==> src/rtl/dsram_arbiter_pkg.sv <==
// Shared types and constants for the data-SRAM arbiter between the CPU
// load/store path and the auxiliary (debug/DMA) master.
package dsram_arbiter_pkg;

    localparam int DSRAM_WAIT_WD = 4;
    localparam int DSRAM_SRAM_WD = 69;

    typedef struct packed {
        logic        en;
        logic [3:0]  wen;
        logic [31:0] addr;
        logic [31:0] wdata;
    } dsram_req_t;

    typedef enum logic [1:0] {
        SRC_NONE = 2'd0,
        SRC_CPU  = 2'd1,
        SRC_AUX  = 2'd2
    } dsram_src_e;

    function automatic dsram_req_t make_req(
        input logic        en,
        input logic [3:0]  wen,
        input logic [31:0] addr,
        input logic [31:0] wdata
    );
        dsram_req_t r;
        r.en    = en;
        r.wen   = wen;
        r.addr  = addr;
        r.wdata = wdata;
        return r;
    endfunction

endpackage

==> src/rtl/dsram_wait_ctr.sv <==
// Saturating wait counter with synchronous clear; o_sat flags the
// saturation value so the arbiter can force an auxiliary slot.
module dsram_wait_ctr
    import dsram_arbiter_pkg::*;
#(
    parameter int unsigned SAT = 4
) (
    input  logic clk,
    input  logic rst,
    input  logic i_inc,
    input  logic i_clr,
    output logic o_sat
);

    localparam logic [DSRAM_WAIT_WD-1:0] SAT_V = DSRAM_WAIT_WD'(SAT);

    logic [DSRAM_WAIT_WD-1:0] r_cnt;

    // Count refused cycles; clear wins, saturation holds the value.
    always_ff @(posedge clk or posedge rst) begin
        if (rst) begin
            r_cnt <= {DSRAM_WAIT_WD{1'b0}};
        end else if (i_clr) begin
            r_cnt <= {DSRAM_WAIT_WD{1'b0}};
        end else if (i_inc && (r_cnt != SAT_V)) begin
            r_cnt <= r_cnt + DSRAM_WAIT_WD'(1);
        end else begin
            r_cnt <= r_cnt;
        end
    end

    assign o_sat = (r_cnt == SAT_V);

endmodule

==> src/rtl/dsram_arbiter.sv <==
// Data-SRAM port arbiter: CPU has priority, the auxiliary master is
// forcibly granted after MAX_WAIT refused cycles, stalling the CPU.
module dsram_arbiter
    import dsram_arbiter_pkg::*;
#(
    parameter int unsigned MAX_WAIT = 4
) (
    input  logic        clk,
    input  logic        rst,
    input  logic        cpu_en,
    input  logic [3:0]  cpu_wen,
    input  logic [31:0] cpu_addr,
    input  logic [31:0] cpu_wdata,
    output logic        stallreq_dsram,
    input  logic        aux_req,
    input  logic [3:0]  aux_wen,
    input  logic [31:0] aux_addr,
    input  logic [31:0] aux_wdata,
    output logic        aux_gnt,
    output logic        aux_rvalid,
    output logic [31:0] aux_rdata,
    output logic        data_sram_en,
    output logic [3:0]  data_sram_wen,
    output logic [31:0] data_sram_addr,
    output logic [31:0] data_sram_wdata,
    input  logic [31:0] data_sram_rdata
);

    logic       w_sat;
    logic       w_aux_gnt;
    dsram_src_e w_src;
    dsram_req_t w_req;
    logic       r_aux_rvalid;

    assign w_aux_gnt = aux_req && (!cpu_en || w_sat);

    dsram_wait_ctr #(
        .SAT (MAX_WAIT)
    ) u_wait_ctr (
        .clk   (clk),
        .rst   (rst),
        .i_inc (aux_req && !w_aux_gnt),
        .i_clr (!aux_req || w_aux_gnt),
        .o_sat (w_sat)
    );

    // Select the port owner and build the SRAM request for this cycle.
    always_comb begin
        w_src = SRC_NONE;
        w_req = make_req(1'b0, 4'b0000, 32'h0000_0000, 32'h0000_0000);
        if (w_aux_gnt) begin
            w_src = SRC_AUX;
        end else if (cpu_en) begin
            w_src = SRC_CPU;
        end else begin
            w_src = SRC_NONE;
        end
        case (w_src)
            SRC_AUX:  w_req = make_req(1'b1, aux_wen, aux_addr, aux_wdata);
            SRC_CPU:  w_req = make_req(1'b1, cpu_wen, cpu_addr, cpu_wdata);
            SRC_NONE: w_req = make_req(1'b0, 4'b0000, 32'h0000_0000, 32'h0000_0000);
            default:  w_req = make_req(1'b0, 4'b0000, 32'h0000_0000, 32'h0000_0000);
        endcase
    end

    // Auxiliary read response is valid the cycle after a granted read.
    always_ff @(posedge clk or posedge rst) begin
        if (rst) begin
            r_aux_rvalid <= 1'b0;
        end else begin
            r_aux_rvalid <= w_aux_gnt && (aux_wen == 4'b0000);
        end
    end

    assign aux_gnt         = w_aux_gnt;
    assign stallreq_dsram  = cpu_en && w_aux_gnt;
    assign data_sram_en    = w_req.en;
    assign data_sram_wen   = w_req.wen;
    assign data_sram_addr  = w_req.addr;
    assign data_sram_wdata = w_req.wdata;
    assign aux_rvalid      = r_aux_rvalid;
    assign aux_rdata       = r_aux_rvalid ? data_sram_rdata : 32'h0000_0000;

endmodule

==> config.mk <==
export PLATFORM = sky130hd
export DESIGN_NAME = dsram_arbiter
export DESIGN_NICKNAME = d
export VERILOG_FILES = /design/src/rtl/dsram_arbiter_pkg.sv /design/src/rtl/dsram_wait_ctr.sv /design/src/rtl/dsram_arbiter.sv
export SDC_FILE = /design/constraint.sdc
export NUM_CORES = 1
export LEC_CHECK = 0
export ABC_AREA = 1
export ABC_CLOCK_PERIOD_IN_PS = 1970
export CORE_AREA = 5 5 105 107
export CTS_BUF_LIST = sky130_fd_sc_hd__clkbuf_8
export DETAILED_ROUTE_END_ITERATION = 7
export DIE_AREA = 0 0 110 112
export DONT_BUFFER_PORTS = 1
export GPL_TIMING_DRIVEN = 1
export PLACE_DENSITY = 0.35
export SETUP_SLACK_MARGIN = 0.5
export SYNTH_ARGS = -nofsm -noshare
export SYNTH_HDL_FRONTEND = slang
export SYNTH_SLANG_ARGS = --single-unit
export TNS_END_PERCENT = 10
==> constraint.sdc <==
create_clock -name clk -period 1.97 [get_ports clk]
set_clock_uncertainty 0.1 [all_clocks]
set_input_delay 0.2955 -clock clk [delete_from_list [all_inputs] [get_ports clk]]
set_output_delay 0.2955 -clock clk [all_outputs]
set_load 0.1 [all_outputs]
# Word level (Yosys, flattened, before mapping)
# Index checks and enable logic that the tools add are counted.
[totals]
ff_bits = 5
inputBits = 172
output_inout_bits = 104
elab_cells = 25
[classes]
add_sub_neg = 1
eq_ne = 4
muxes = 6
reduce_logical = 12
[ops]
columns = ["operator", "n"]
rows = [
  ["$pmux 69 s2", 1],
  ["$mux 32", 1],
  ["$mux 4", 2],
  ["$logic_and 1x1->1", 5],
  ["$add 4x1->4 const B", 1],
  ["$eq 4x3->1 const B", 1],
  ["$logic_not 4->1", 1],
  ["$ne 4x3->1 const B", 1],
  ["$logic_not 1->1", 3],
  ["$eq 2x1->1 const B", 1],
  ["$eq 2x2->1 const B", 1],
  ["$logic_or 1x1->1", 2],
  ["$mux 2", 1],
  ["$reduce_bool 2->1", 1],
  ["$mux 1", 1],
]

# Logic depth before layout (Yosys ltp)
# Gate-level depths: netlist of run 1.
[logic_depth]
word_depth = 8
ltp_mapped = 8
depth_no_buf = 7

# Cells and area by module
# A second synthesis of run 1 with hierarchy kept.
[unflattened]
hier_cells = 344
hier_area_um2 = 1577.8
[modules_own_cells]
columns = ["module", "n_inst", "cells_per_inst", "area_each_um2", "seq_area_each_um2"]
rows = [
  ["dsram_arbiter", 1, 311, 1321.3, 25.0],
  ["dsram_wait_ctr", 1, 33, 256.5, 100.1],
]

# Worst setup path before layout of run 1
# No wires, ideal clock.
[synth_path]
path_kind = "register -> output"
start = "register u_wait_ctr.r_cnt[0]"
end = "output port stallreq_dsram"
t_arrival_ns = 2.273
t_required_ns = 1.574
slack_ns = -0.699
path_stages_with_launch = 8
path_buffers = 1
path_cell_list = "dfrtp_1 -> inv_1 -> ha_1 -> nand3_2 -> nand2_4 -> nand2_4 -> buf_2 -> nor2_1"
[synth_between]
elab_chain_cells = 4
[synth_rtl]
columns = ["item", "line_no", "text"]
rows = [
  ["start: declaration", "dsram_wait_ctr.sv:17", "logic [DSRAM_WAIT_WD-1:0] r_cnt;"],
  ["start signal: assignment", "dsram_wait_ctr.sv:22", "r_cnt <= {DSRAM_WAIT_WD{1'b0}};"],
  ["start signal: assignment", "dsram_wait_ctr.sv:24", "r_cnt <= {DSRAM_WAIT_WD{1'b0}};"],
  ["start signal: assignment", "dsram_wait_ctr.sv:26", "r_cnt <= r_cnt + DSRAM_WAIT_WD'(1);"],
  ["$eq 4x3->1", "dsram_wait_ctr.sv:32", "assign o_sat = (r_cnt == SAT_V);"],
  ["$logic_or 1x1->1", "dsram_arbiter.sv:35", "assign w_aux_gnt = aux_req && (!cpu_en || w_sat);"],
  ["$logic_and 1x1->1", "dsram_arbiter.sv:35", ""],
  ["$logic_and 1x1->1", "dsram_arbiter.sv:76", "assign stallreq_dsram = cpu_en && w_aux_gnt;"],
  ["end: declaration", "dsram_arbiter.sv:14", "output logic stallreq_dsram,"],
]
# No other way between the ends.

# Final worst setup path of run 1
[layout_path]
start = "register u_wait_ctr.r_cnt[0]"
end = "output port data_sram_wen[3]"
[layout_between]
elab_chain_cells = 6
word_cells_on_any_way = 7
cone_classes = "3 x eq/ne; 2 x mux; 2 x reduce/logical"
[layout_rtl]
columns = ["item", "line_no", "text"]
rows = [
  ["$eq 4x3->1 *", "dsram_wait_ctr.sv:32", ""],
  ["$logic_or 1x1->1 *", "dsram_arbiter.sv:35", ""],
  ["$logic_and 1x1->1 *", "dsram_arbiter.sv:35", ""],
  ["$mux 2 *", "dsram_arbiter.sv:51", "if (w_aux_gnt) begin"],
  ["$eq 2x1->1 / $eq 2x2->1 (equally long branches)", "dsram_arbiter.sv:58", "case (w_src)"],
  ["$pmux 69 s2 *", "dsram_arbiter.sv:58", ""],
  ["end: declaration", "dsram_arbiter.sv:23", "output logic [3:0] data_sram_wen,"],
]
# Mark *: on every way between the ends. The rest lies on a longest branch, timed or not.

==> flow_metrics.py, run 1 <==
metrics = {
    "setup_path": {
        "crit_required_ns": 1.57,
        "slowest_delay_ns": 0.38,
        "cp_slowest_cell": "dfrtp_1",
        "crit_cells": 9,
        "crit_type": "register to output pin",
        "cp_common_cell": "buf_12",
        "cp.arrival_ns": 1.71,
        "critical_path.startpoint_type": "register",
        "crit_chain": "inv_2, ha_4, nand3_4, buf_12, nand2_8, clkbuf_16, nand3_1, nand2_4, buf_12",
        "path_max_fanout": 6,
        "path_delay_family": "buffers and inverters",
        "reg2reg_from": "u_wait_ctr.r_cnt[0]$_DFFE_PP0P_",
        "r2r_end": "aux_rvalid$_DFF_PP0_",
        "worst-path-buf-inv": 4,
        "reg2reg_setup_slack_ns": 0.53,
        "worstSetupEndpointType": "output pin",
        "ff2ff_path_depth": 7,
    },
    "logic_synthesis": {
        "syn_area_per_cell_um2": 4.87,
        "syn-num-nets": 506,
        "synth_top_cell_area_share": 0.427,
        "synth-seq-cells": 5,
        "synth-warning-count": 0,
        "synth-seq-area-share": 0.0773,
        "netlist_area_um2": 1620,
        "synth.distinct_cells": 15,
        "synthTopCellsByArea": "nand3_1 43%, nand2_1 23%, inv_1 9.0%",
        "synth_area_leader_cell": "nand3_1",
        "syn_inst": 332,
    },
    "clocking": {
        "htreeDepth": 1,
        "cts.sinks": 5,
        "clk_pin_slew_worst_paths_ns": 0.03,
        "cts_inserted_buffers": 3,
        "clockBufferDepth": 2,
        "cts_root_buffer": "clkbuf_8",
        "clk_latency_ns": 0.22,
        "cts_tree": "built",
    },
    "route": {
        "wl_per_cell_um": 19.9,
        "final_antenna_net_count": 0,
        "drt_iter0_drc": 133,
        "remaining_drc_errors": 0,
        "via_count": 2721,
        "dr.pass1.iters": 4,
        "routed_wl_um": 11300,
        "viasPerCell": 4.81,
    },
    "place": {
        "place_congestion": 0.753,
        "portBuffers": 0,
        "dp.cells": 545,
        "hpwl_um": 7780,
    },
    "floorplan": {
        "die_w_um": 110,
        "rows": 37,
        "io_pins": 276,
        "initial_core_util": 0.161,
        "coreArea_um2": 10000,
        "dieArea_um2": 12300,
        "die_y_um": 112,
    },
    "layout": {
        "area_growth_pct": 225,
        "final_common_cell": "buf_12",
        "drive_above_1_share": 0.730,
        "final_cell_count_no_fill": 566,
        "antennaDiodeCount": 0,
        "fin_nets": 605,
        "nFillCells": 884,
        "mostFrequentLayoutCells": "109 x buf_12, 93 x nand3_1, 84 x nand2_4",
    },
    "worst_hold_path": {
        "min_to": "aux_rvalid$_DFF_PP0_",
        "hold_start": "aux_wen[0]",
        "holdPathStages": 3,
        "hold_class": "primary input to register",
    },
    "sta": {
        "worst-slew-pin-transition_ns": 0.696,
        "setup_viol_count_final": 70,
        "finalSetupTns_ns": -6.79,
        "drv_slew": 0,
        "min_period_ns": 2.11,
        "clock.fmax_ghz": 0.475,
        "rsz0062_at_grt": "true",
        "slew_headroom": 0.536,
        "hold_viol_final": 0,
        "setup_slack_ns": -0.137,
        "fin_crit_sh": 1.07,
    },
    "power": {
        "p_sw_frac": 0.586,
        "ir_drop_v": 0.000263,
        "power_density_nw_per_um2": 406,
        "p_sw_mw": 1.25,
        "combPwrFrac": 0.861,
        "clkPwrFrac": 0.087,
        "p_leak_nw": 2.14,
        "seq_power_share": 0.052,
        "power.total_mw": 2.14,
        "internal_power_mw": 0.885,
    },
    "grt": {
        "grt_pass1_vias": 2705,
        "grt_overflow_total": 0,
        "grt_usage": 0.146,
        "grt_max_degree": 73,
        "grt_pass1_wl_um": 14500,
        "antenna_found_initial": 0,
    },
    "outcome": {
        "status": "complete, but fails checks",
        "violations": "setup timing",
    },
    "flow_run": {
        "maxCapViolations": 0,
    },
}
==> kinds of logic (layout without fill, tap and decap cells) <==
kind of cell             after synthesis  after routing  share of synthesized area
AND/OR/NAND/NOR                      251            253                      0.704
XOR/XNOR                               2              2                     0.0108
flip-flops                             5              5                     0.0773
buffers and inverters                 72            168                      0.193
adder cells (fa/ha/maj)                2              2                     0.0155
==> worst max path at each step <==
stage	from	end	slack [ns]
after floorplan	u_wait_ctr.r_cnt[0]$_DFFE_PP0P_	stallreq_dsram	0.1
after CTS	u_wait_ctr.r_cnt[1]$_DFFE_PP0P_	data_sram_wdata[9]	-0.18
after detailed placement	u_wait_ctr.r_cnt[1]$_DFFE_PP0P_	data_sram_wdata[9]	0.06
final	u_wait_ctr.r_cnt[0]$_DFFE_PP0P_	data_sram_wen[3]	-0.14
after global placement	u_wait_ctr.r_cnt[1]$_DFFE_PP0P_	data_sram_wdata[10]	0.08
after global routing	u_wait_ctr.r_cnt[0]$_DFFE_PP0P_	data_sram_wdata[7]	-0.21
==> cells in the mapped netlist, drive strengths merged <==
cell and instances:
ha 2, nand2 103, xor2 1, clkbuf 9
xnor2 1, nor2 8, buf 24, dfrtp 5
inv 39, nand3 139, or2 1
==> stage by stage <==
step / setup slack [ns] / instance area (um2) / hold slack, ns / util
global route: -0.213 / 5260 / 0.126 / 0.524
global placement: 0.0762 / 4330 / -0.00366 / 0.431
finish: -0.137 / 5260 / 0.133 / 0.524
CTS: -0.181 / 4580 / 0.130 / 0.456
detailed placement: 0.0579 / 4330 / -0.00248 / 0.431
floorplan: 0.0957 / 2360 / -0.0260 / -
==> worst reg2reg max path, stage by stage, from the launching register on <==
cell     delay (ns)
dfrtp_1        0.38
inv_2          0.08
ha_4           0.14
nand3_4        0.11
nand2_8        0.15
nand2_8        0.11
buf_12         0.17
nor2_1         0.12
==> registers in the layout, summed over array words and instances, names as in the netlist <==
register and cells:
aux_rvalid 1, u_wait_ctr.r_cnt 4
==> metal layers <==
metal  vias up  global-route usage  share of wire
li1       1273                   -              -
met1      1268               0.153           0.32
met2       166               0.273           0.55
met3        14              0.0568           0.11
met4         0              0.0274          0.016
met5         -                   0              0
==> cell type report <==
| type | count | area (um2) | area share |
|---|---|---|---|
| well taps | 136 | 170 | 0.0324 |
| clock buffers | 3 | 41.3 | 0.00785 |
| clock inverters | 1 | 3.75 | 0.000714 |
| inverters | 39 | 263 | 0.0500 |
| flip-flops and latches | 5 | 129 | 0.0245 |
| repair buffers | 125 | 2430 | 0.462 |
| multi-input cells | 257 | 2220 | 0.423 |
==> what timing repair did <==
action / CTS / global route
pin swaps: 10 / 16
hold endpoints to repair: 5 / 0
gates cloned: 0 / 12
hold buffers: 1 / 0
resized for setup: 52 / 85
setup endpoints to repair: 103 / 103
setup buffers: 0 / 4
==> power groups by stage <==
| stage | registers, mW | logic (mW) | clock network (mW) |
|---|---|---|---|
| after global routing | 0.111 | 1.89 | 0.202 |
| final | 0.111 | 1.84 | 0.186 |
| after floorplan | 0.110 | 1.19 | 0 |
| after CTS | 0.110 | 1.74 | 0.190 |
| after detailed placement | 0.111 | 1.72 | 0 |
| after global placement | 0.111 | 1.72 | 0 |
No activity file was read; power rests on OpenSTA's default activity.
==> run 2: changes to the inputs <==
- ABC_CLOCK_PERIOD_IN_PS: 1970 -> 1810
- MAX_ROUTING_LAYER: unset -> met4
- PLACE_DENSITY: 0.35 -> 0.36
- clock period: 1.97 -> 1.81 ns (I/O delays scaled with it)
==> run 2 against run 1 <==
Against the previous run: the run still ends with setup timing left; routed wire length shrank 1.2%; flip-flop and latch count is the same; register-to-register slack lost 0.17 ns; core utilization shrank 0.54 points; sequential power grew 7%; final area shrank 1.0%; power grew 8.6%; first-iteration DRC count shrank 11%; global-route usage grew 0.85 points; hold slack lost 0.037 ns; clock power grew 11%; non-clock buffer count shrank 3; critical path type unchanged; critical endpoint is now data_sram_addr[22].
==> flow_metrics.py, run 2 (synthesis results as in run 1) <==
metrics = {
    "clocking": {
        "cts_tree": "built",
        "cts.sinks": 5,
        "clockBufferDepth": 2,
        "clk_pin_slew_worst_paths_ns": 0.04,
        "clk_latency_ns": 0.23,
        "htreeDepth": 1,
        "cts_root_buffer": "clkbuf_8",
        "cts_inserted_buffers": 3,
    },
    "floorplan": {
        "dieArea_um2": 12300,
        "rows": 37,
        "io_pins": 276,
        "die_w_um": 110,
        "coreArea_um2": 10000,
        "initial_core_util": 0.161,
        "die_y_um": 112,
    },
    "sta": {
        "min_period_ns": 2.05,
        "slew_headroom": 0.658,
        "setup_viol_count_final": 70,
        "worst-slew-pin-transition_ns": 0.515,
        "rsz0062_at_grt": "true",
        "drv_slew": 0,
        "fin_crit_sh": 1.13,
        "clock.fmax_ghz": 0.489,
        "hold_viol_final": 0,
        "setup_slack_ns": -0.237,
    },
    "setup_path": {
        "reg2reg_from": "u_wait_ctr.r_cnt[0]$_DFFE_PP0P_",
        "crit_required_ns": 1.44,
        "path_delay_family": "simple AND/OR/NAND/NOR gates",
        "reg2reg_setup_slack_ns": 0.36,
        "worst-path-buf-inv": 3,
        "slowest_delay_ns": 0.36,
        "cp.arrival_ns": 1.68,
        "worstSetupEndpointType": "output pin",
        "cp_slowest_cell": "dfrtp_1",
        "critical_path.startpoint_type": "register",
        "ff2ff_path_depth": 7,
        "cp_common_cell": "nand2_8",
        "crit_chain": "inv_2, ha_4, nand3_4, nand2_8, nand2_8, clkbuf_16, nand3_2, nand2_4, buf_12",
        "path_max_fanout": 11,
        "crit_type": "register to output pin",
        "r2r_end": "aux_rvalid$_DFF_PP0_",
    },
    "route": {
        "drt_iter0_drc": 119,
        "wl_per_cell_um": 19.7,
        "routed_wl_um": 11100,
        "dr.pass1.iters": 4,
        "via_count": 2713,
        "viasPerCell": 4.81,
        "remaining_drc_errors": 0,
        "final_antenna_net_count": 0,
    },
    "flow_run": {
        "maxCapViolations": 0,
    },
    "layout": {
        "drive_above_1_share": 0.752,
        "regMostFlops": "u_wait_ctr.r_cnt",
        "final_common_cell": "buf_12",
        "area_growth_pct": 222,
        "nFillCells": 896,
        "final_cell_count_no_fill": 564,
        "fin_nets": 602,
        "largest_reg_flops": 4,
        "mostFrequentLayoutCells": "106 x buf_12, 77 x nand2_4, 74 x nand3_2",
    },
    "power": {
        "power.total_mw": 2.32,
        "ir_drop_v": 0.000242,
        "p_leak_nw": 2.07,
        "power_density_nw_per_um2": 446,
    },
    "grt": {
        "grt_overflow_total": 0,
        "antenna_found_initial": 0,
        "grt_pass1_wl_um": 14700,
        "grt_usage": 0.155,
        "grt_pass1_vias": 2696,
        "grt_max_degree": 73,
    },
    "worst_hold_path": {
        "min_to": "aux_rvalid$_DFF_PP0_",
        "hold_class": "primary input to register",
        "hold_start": "aux_wen[0]",
        "holdPathStages": 3,
    },
    "outcome": {
        "status": "complete, but fails checks",
        "violations": "setup timing",
    },
    "place": {
        "portBuffers": 0,
        "place_congestion": 0.814,
        "dp.cells": 548,
        "hpwl_um": 8320,
    },
}
==> run 2: layer usage <==
layer / track usage / vias up / part of all wire
met3: 0.0313 / 15 / 0.11
met4: 0.0407 / 0 / 0.015
met2: 0.279 / 172 / 0.55
met5: - / - / 0
li1: - / 1262 / -
met1: 0.170 / 1264 / 0.33
==> run 2: cell type report <==
type | instances | area [um2] | share of cell area
Clock buffer | 3 | 41.3 | 0.00793
Multi-Input combinational cell | 257 | 2230 | 0.428
Timing Repair Buffer | 122 | 2370 | 0.455
Antenna cell | 1 | 2.50 | 0.000481
Sequential cell | 5 | 129 | 0.0248
Clock inverter | 1 | 3.75 | 0.000721
Inverter | 39 | 263 | 0.0505
Tap cell | 136 | 170 | 0.0327
==> run 2: worst max path at each step <==
| stage | to | start | depth (start not counted) | slack, ns |
|---|---|---|---|---|
| floorplan | stallreq_dsram | u_wait_ctr.r_cnt[0]$_DFFE_PP0P_ | 7 | -0.04 |
| global placement | data_sram_addr[20] | u_wait_ctr.r_cnt[0]$_DFFE_PP0P_ | 8 | -0.02 |
| CTS | data_sram_addr[27] | u_wait_ctr.r_cnt[1]$_DFFE_PP0P_ | 9 | -0.28 |
| finish | data_sram_addr[22] | u_wait_ctr.r_cnt[1]$_DFFE_PP0P_ | 9 | -0.24 |
| global route | data_sram_addr[22] | u_wait_ctr.r_cnt[1]$_DFFE_PP0P_ | 9 | -0.30 |
| detailed placement | data_sram_addr[20] | u_wait_ctr.r_cnt[1]$_DFFE_PP0P_ | 8 | -0.06 |
==> run 2: what timing repair did <==
| action | CTS | global route |
|---|---|---|
| endpoints found under the hold margin | 5 | 0 |
| gates resized for setup | 10 | 91 |
| pin swaps | 1 | 5 |
| cloned | 0 | 9 |
| buffers inserted | 0 | 1 |
| hold buffers | 1 | 0 |
| setup endpoints to repair | 104 | 104 |
==> run 2: tightest hold or removal path: stages <==
cell	delay, ns
nor2_1	0.02
nand2_1	0.04
nor2_1	0.05
==> run 2: per-stage QoR <==
step	hold slack (ns)	util	area, um2	TNS (ns)	setup slack (ns)
floorplan	-0.0500	-	2360	-0.0403	-0.0403
global placement	-0.0296	0.445	4470	-0.219	-0.0231
detailed placement	-0.0171	0.445	4470	-1.20	-0.0583
CTS	0.102	0.454	4560	-17.90	-0.280
global route	0.111	0.518	5200	-20.74	-0.305
finish	0.0966	0.518	5210	-14.57	-0.237
==> run 2: report_power, final <==
part / leakage (nW) / internal, mW / switching, mW
registers: 0.0667 / 0.115 / 0.00434
logic: 1.98 / 0.698 / 1.30
clock network: 0.0269 / 0.146 / 0.0605
total: 2.07 / 0.959 / 1.36
==> run 3: changes to the inputs <==
- CORE_AREA: 5 5 105 107 -> 5 5 104 106
- CTS_BUF_LIST: sky130_fd_sc_hd__clkbuf_8 -> sky130_fd_sc_hd__clkbuf_4
- DIE_AREA: 0 0 110 112 -> 0 0 109 111
- SYNTH_HIERARCHICAL: unset -> 1
==> run 3 against run 2 <==
Against the previous run: the run still ends with setup timing left; flip-flop and latch count did not move; critical endpoint is now data_sram_wdata[30]; highest routed layer unchanged; core utilization down 4.4 points; synthesized cell count grew 3.6%; non-clock buffer count grew 4; sequential share of layout area increased by 0.33 points; die area down 1.8%; via count decreased by 2.8%; largest power group unchanged; routed wire length decreased by 6.8%.
==> flow_metrics.py, run 3 <==
metrics = {
    "outcome": {
        "status": "complete, but fails checks",
        "violations": "setup timing",
    },
    "logic_synthesis": {
        "synth-edff-count": 0,
        "synth.distinct_cells": 20,
        "yosys.area_share.simple": 0.698,
        "ys_dominant_reg_cell": "dfrtp_1",
        "synthArstFlopShare": 1.00,
        "synth_xor_area_frac": 0,
        "syn_inst": 344,
        "synth-seq-area-share": 0.0793,
        "synthTopCellsByArea": "nand2_1 43%, nand3_1 23%, inv_1 10%",
        "synth_common_cells": "180 x nand2_1, 71 x nand3_1, 43 x inv_1",
        "netlist_area_um2": 1580,
        "syn_area_per_cell_um2": 4.59,
        "synth_area_leader_cell": "nand2_1",
        "synth_top_cell_area_share": 0.428,
        "synth_compound_area_frac": 0.0230,
        "synth-seq-cells": 5,
        "synth_most_common_cell": "nand2_1",
        "synthAdderAreaFrac": 0.0159,
        "synth.area.mux_share": 0,
        "syn-num-nets": 518,
        "synth_top_family_by_area": "simple AND/OR/NAND/NOR gates",
        "synth-warning-count": 6,
    },
    "sta": {
        "fin_crit_sh": 1.21,
        "fin_hold_ws_ns": 0.0732,
        "rsz0062_at_grt": "true",
        "finalSetupTns_ns": -24.54,
        "worst-slew-pin-transition_ns": 0.510,
        "setup_slack_ns": -0.377,
        "min_period_ns": 2.19,
        "hold_viol_final": 0,
        "setup_viol_count_final": 75,
        "drv_slew": 0,
        "clock.fmax_ghz": 0.457,
        "slew_headroom": 0.660,
    },
    "setup_path": {
        "crit_required_ns": 1.44,
        "crit_type": "register to output pin",
        "reg2reg_setup_slack_ns": -0.04,
        "cp.arrival_ns": 1.82,
        "slowest_delay_ns": 0.39,
        "crit_chain": "inv_2, ha_4, nand2_4, nor2_4, inv_4, nand2_8, clkbuf_16, nand3_1, nand2_2, buf_12",
        "worstSetupEndpointType": "output pin",
        "path_delay_family": "simple AND/OR/NAND/NOR gates",
        "cp_slowest_cell": "dfrtp_1",
        "critical_path.startpoint_type": "register",
        "worst-path-buf-inv": 4,
        "path_max_fanout": 10,
    },
    "layout": {
        "antennaDiodeCount": 0,
        "drive_above_1_share": 0.699,
        "nFillCells": 901,
        "final_common_cell": "buf_12",
        "largest_reg_flops": 4,
        "area_growth_pct": 191,
        "regMostFlops": "u_wait_ctr/r_cnt",
        "mostFrequentLayoutCells": "107 x buf_12, 95 x nand2_2, 73 x nand2_1",
        "fin_nets": 624,
    },
    "power": {
        "p_sw_frac": 0.603,
        "clkPwrFrac": 0.069,
        "ir_drop_v": 0.000348,
        "power_density_nw_per_um2": 459,
        "p_sw_mw": 1.27,
        "p_leak_nw": 2.18,
        "combPwrFrac": 0.875,
        "seq_power_share": 0.056,
        "power.total_mw": 2.11,
        "internal_power_mw": 0.837,
    },
    "grt": {
        "grt_pass1_wl_um": 14600,
        "grt_pass1_vias": 2716,
        "grt_usage": 0.154,
        "grt_overflow_total": 0,
        "grt_max_degree": 72,
        "antenna_found_initial": 0,
    },
    "flow_run": {
        "maxCapViolations": 0,
    },
    "route": {
        "viasPerCell": 4.53,
        "drt_iter0_drc": 134,
        "dr.pass1.iters": 4,
        "wl_per_cell_um": 17.8,
        "routed_wl_um": 10400,
        "remaining_drc_errors": 0,
        "final_antenna_net_count": 0,
        "via_count": 2637,
    },
    "floorplan": {
        "die_y_um": 111,
        "coreArea_um2": 9680,
        "initial_core_util": 0.163,
        "rows": 36,
        "io_pins": 276,
        "die_w_um": 109,
        "dieArea_um2": 12100,
    },
    "place": {
        "hpwl_um": 8210,
        "portBuffers": 0,
        "place_congestion": 0.805,
    },
    "clocking": {
        "clk_pin_slew_worst_paths_ns": 0.04,
        "clk_latency_ns": 0.24,
        "cts_inserted_buffers": 3,
        "cts.sinks": 5,
        "clockBufferDepth": 2,
        "cts_tree": "built",
        "htreeDepth": 1,
        "cts_root_buffer": "clkbuf_4",
    },
    "worst_hold_path": {
        "hold_class": "primary input to register",
    },
}
[run 3: per-stage QoR]
stage          std cells   util  area, um2  setup WS, ns
2_1_floorplan        344      -       1720        -0.539
3_3_place_gp         569  0.409       3960        -0.159
3_5_place_dp         569  0.409       3960        -0.213
4_1_cts              576  0.448       4340        -0.422
5_1_grt              582  0.474       4590        -0.483
6_report             582  0.474       4590        -0.377
[run 3: per-layer routing]
metal / share of wire / global-route usage
met5: 0 / -
met4: 0.011 / 0.0194
met3: 0.11 / 0.0285
met2: 0.56 / 0.299
met1: 0.32 / 0.160
[run 3: worst paths after layout]
| path | from | end | cells after the start |
|---|---|---|---|
| worst max-delay path | u_wait_ctr/r_cnt[1]$_DFFE_PP0P_ | data_sram_wdata[30] | 10 |
| worst min-delay path | aux_wen[1] | aux_rvalid$_DFF_PP0_ | 3 |
| worst max register to register | u_wait_ctr/r_cnt[1]$_DFFE_PP0P_ | u_wait_ctr/r_cnt[0]$_DFFE_PP0P_ | 12 |
| worst min register to register | u_wait_ctr/r_cnt[1]$_DFFE_PP0P_ | u_wait_ctr/r_cnt[1]$_DFFE_PP0P_ | 2 |
| max in group asynchronous | rst | u_wait_ctr/r_cnt[1]$_DFFE_PP0P_ | 2 |
| min in group asynchronous | rst | aux_rvalid$_DFF_PP0_ | 2 |
[run 3: timing repair]
| item | CTS | global route |
|---|---|---|
| endpoints found under the setup margin | 109 | 109 |
| pin swaps | 80 | 28 |
| gates resized for setup | 134 | 32 |
| hold buffers | 1 | 0 |
| setup buffers | 0 | 2 |
| hold endpoints to repair | 5 | 0 |
| cloned | 2 | 4 |
[run 3: layout make-up]
class	count	area, um2	area share
well taps	133	166	0.0362
repair buffers	126	2390	0.521
flip-flops and latches	5	129	0.0281
inverters	44	171	0.0373
multi-input cells	270	1710	0.371
clock buffers	4	30.0	0.00654
[run 3: kinds of logic after synthesis]
logic type | count (synthesis)
DFF | 5
and+or+nand+nor | 263
buffers and inverters | 69
AOI/OAI and AO/OA | 5
adders and majority gates | 2
[run 3: worst reg2reg max path, delay by kind of cell, from the launching register on]
kind | cells | cell delay, ns
buffers and inverters | 4 | 0.41
adders and majority gates | 1 | 0.16
DFF | 1 | 0.36
and+or+nand+nor | 6 | 0.62
AOI/OAI and AO/OA | 1 | 0.09
[run 3: power groups by stage]
stage	registers (mW)	clock network, mW	logic [mW]
global placement	0.117	0	1.73
global route	0.117	0.166	1.90
detailed placement	0.118	0	1.74
CTS	0.117	0.150	1.81
floorplan	0.118	0	1.13
finish	0.117	0.145	1.85
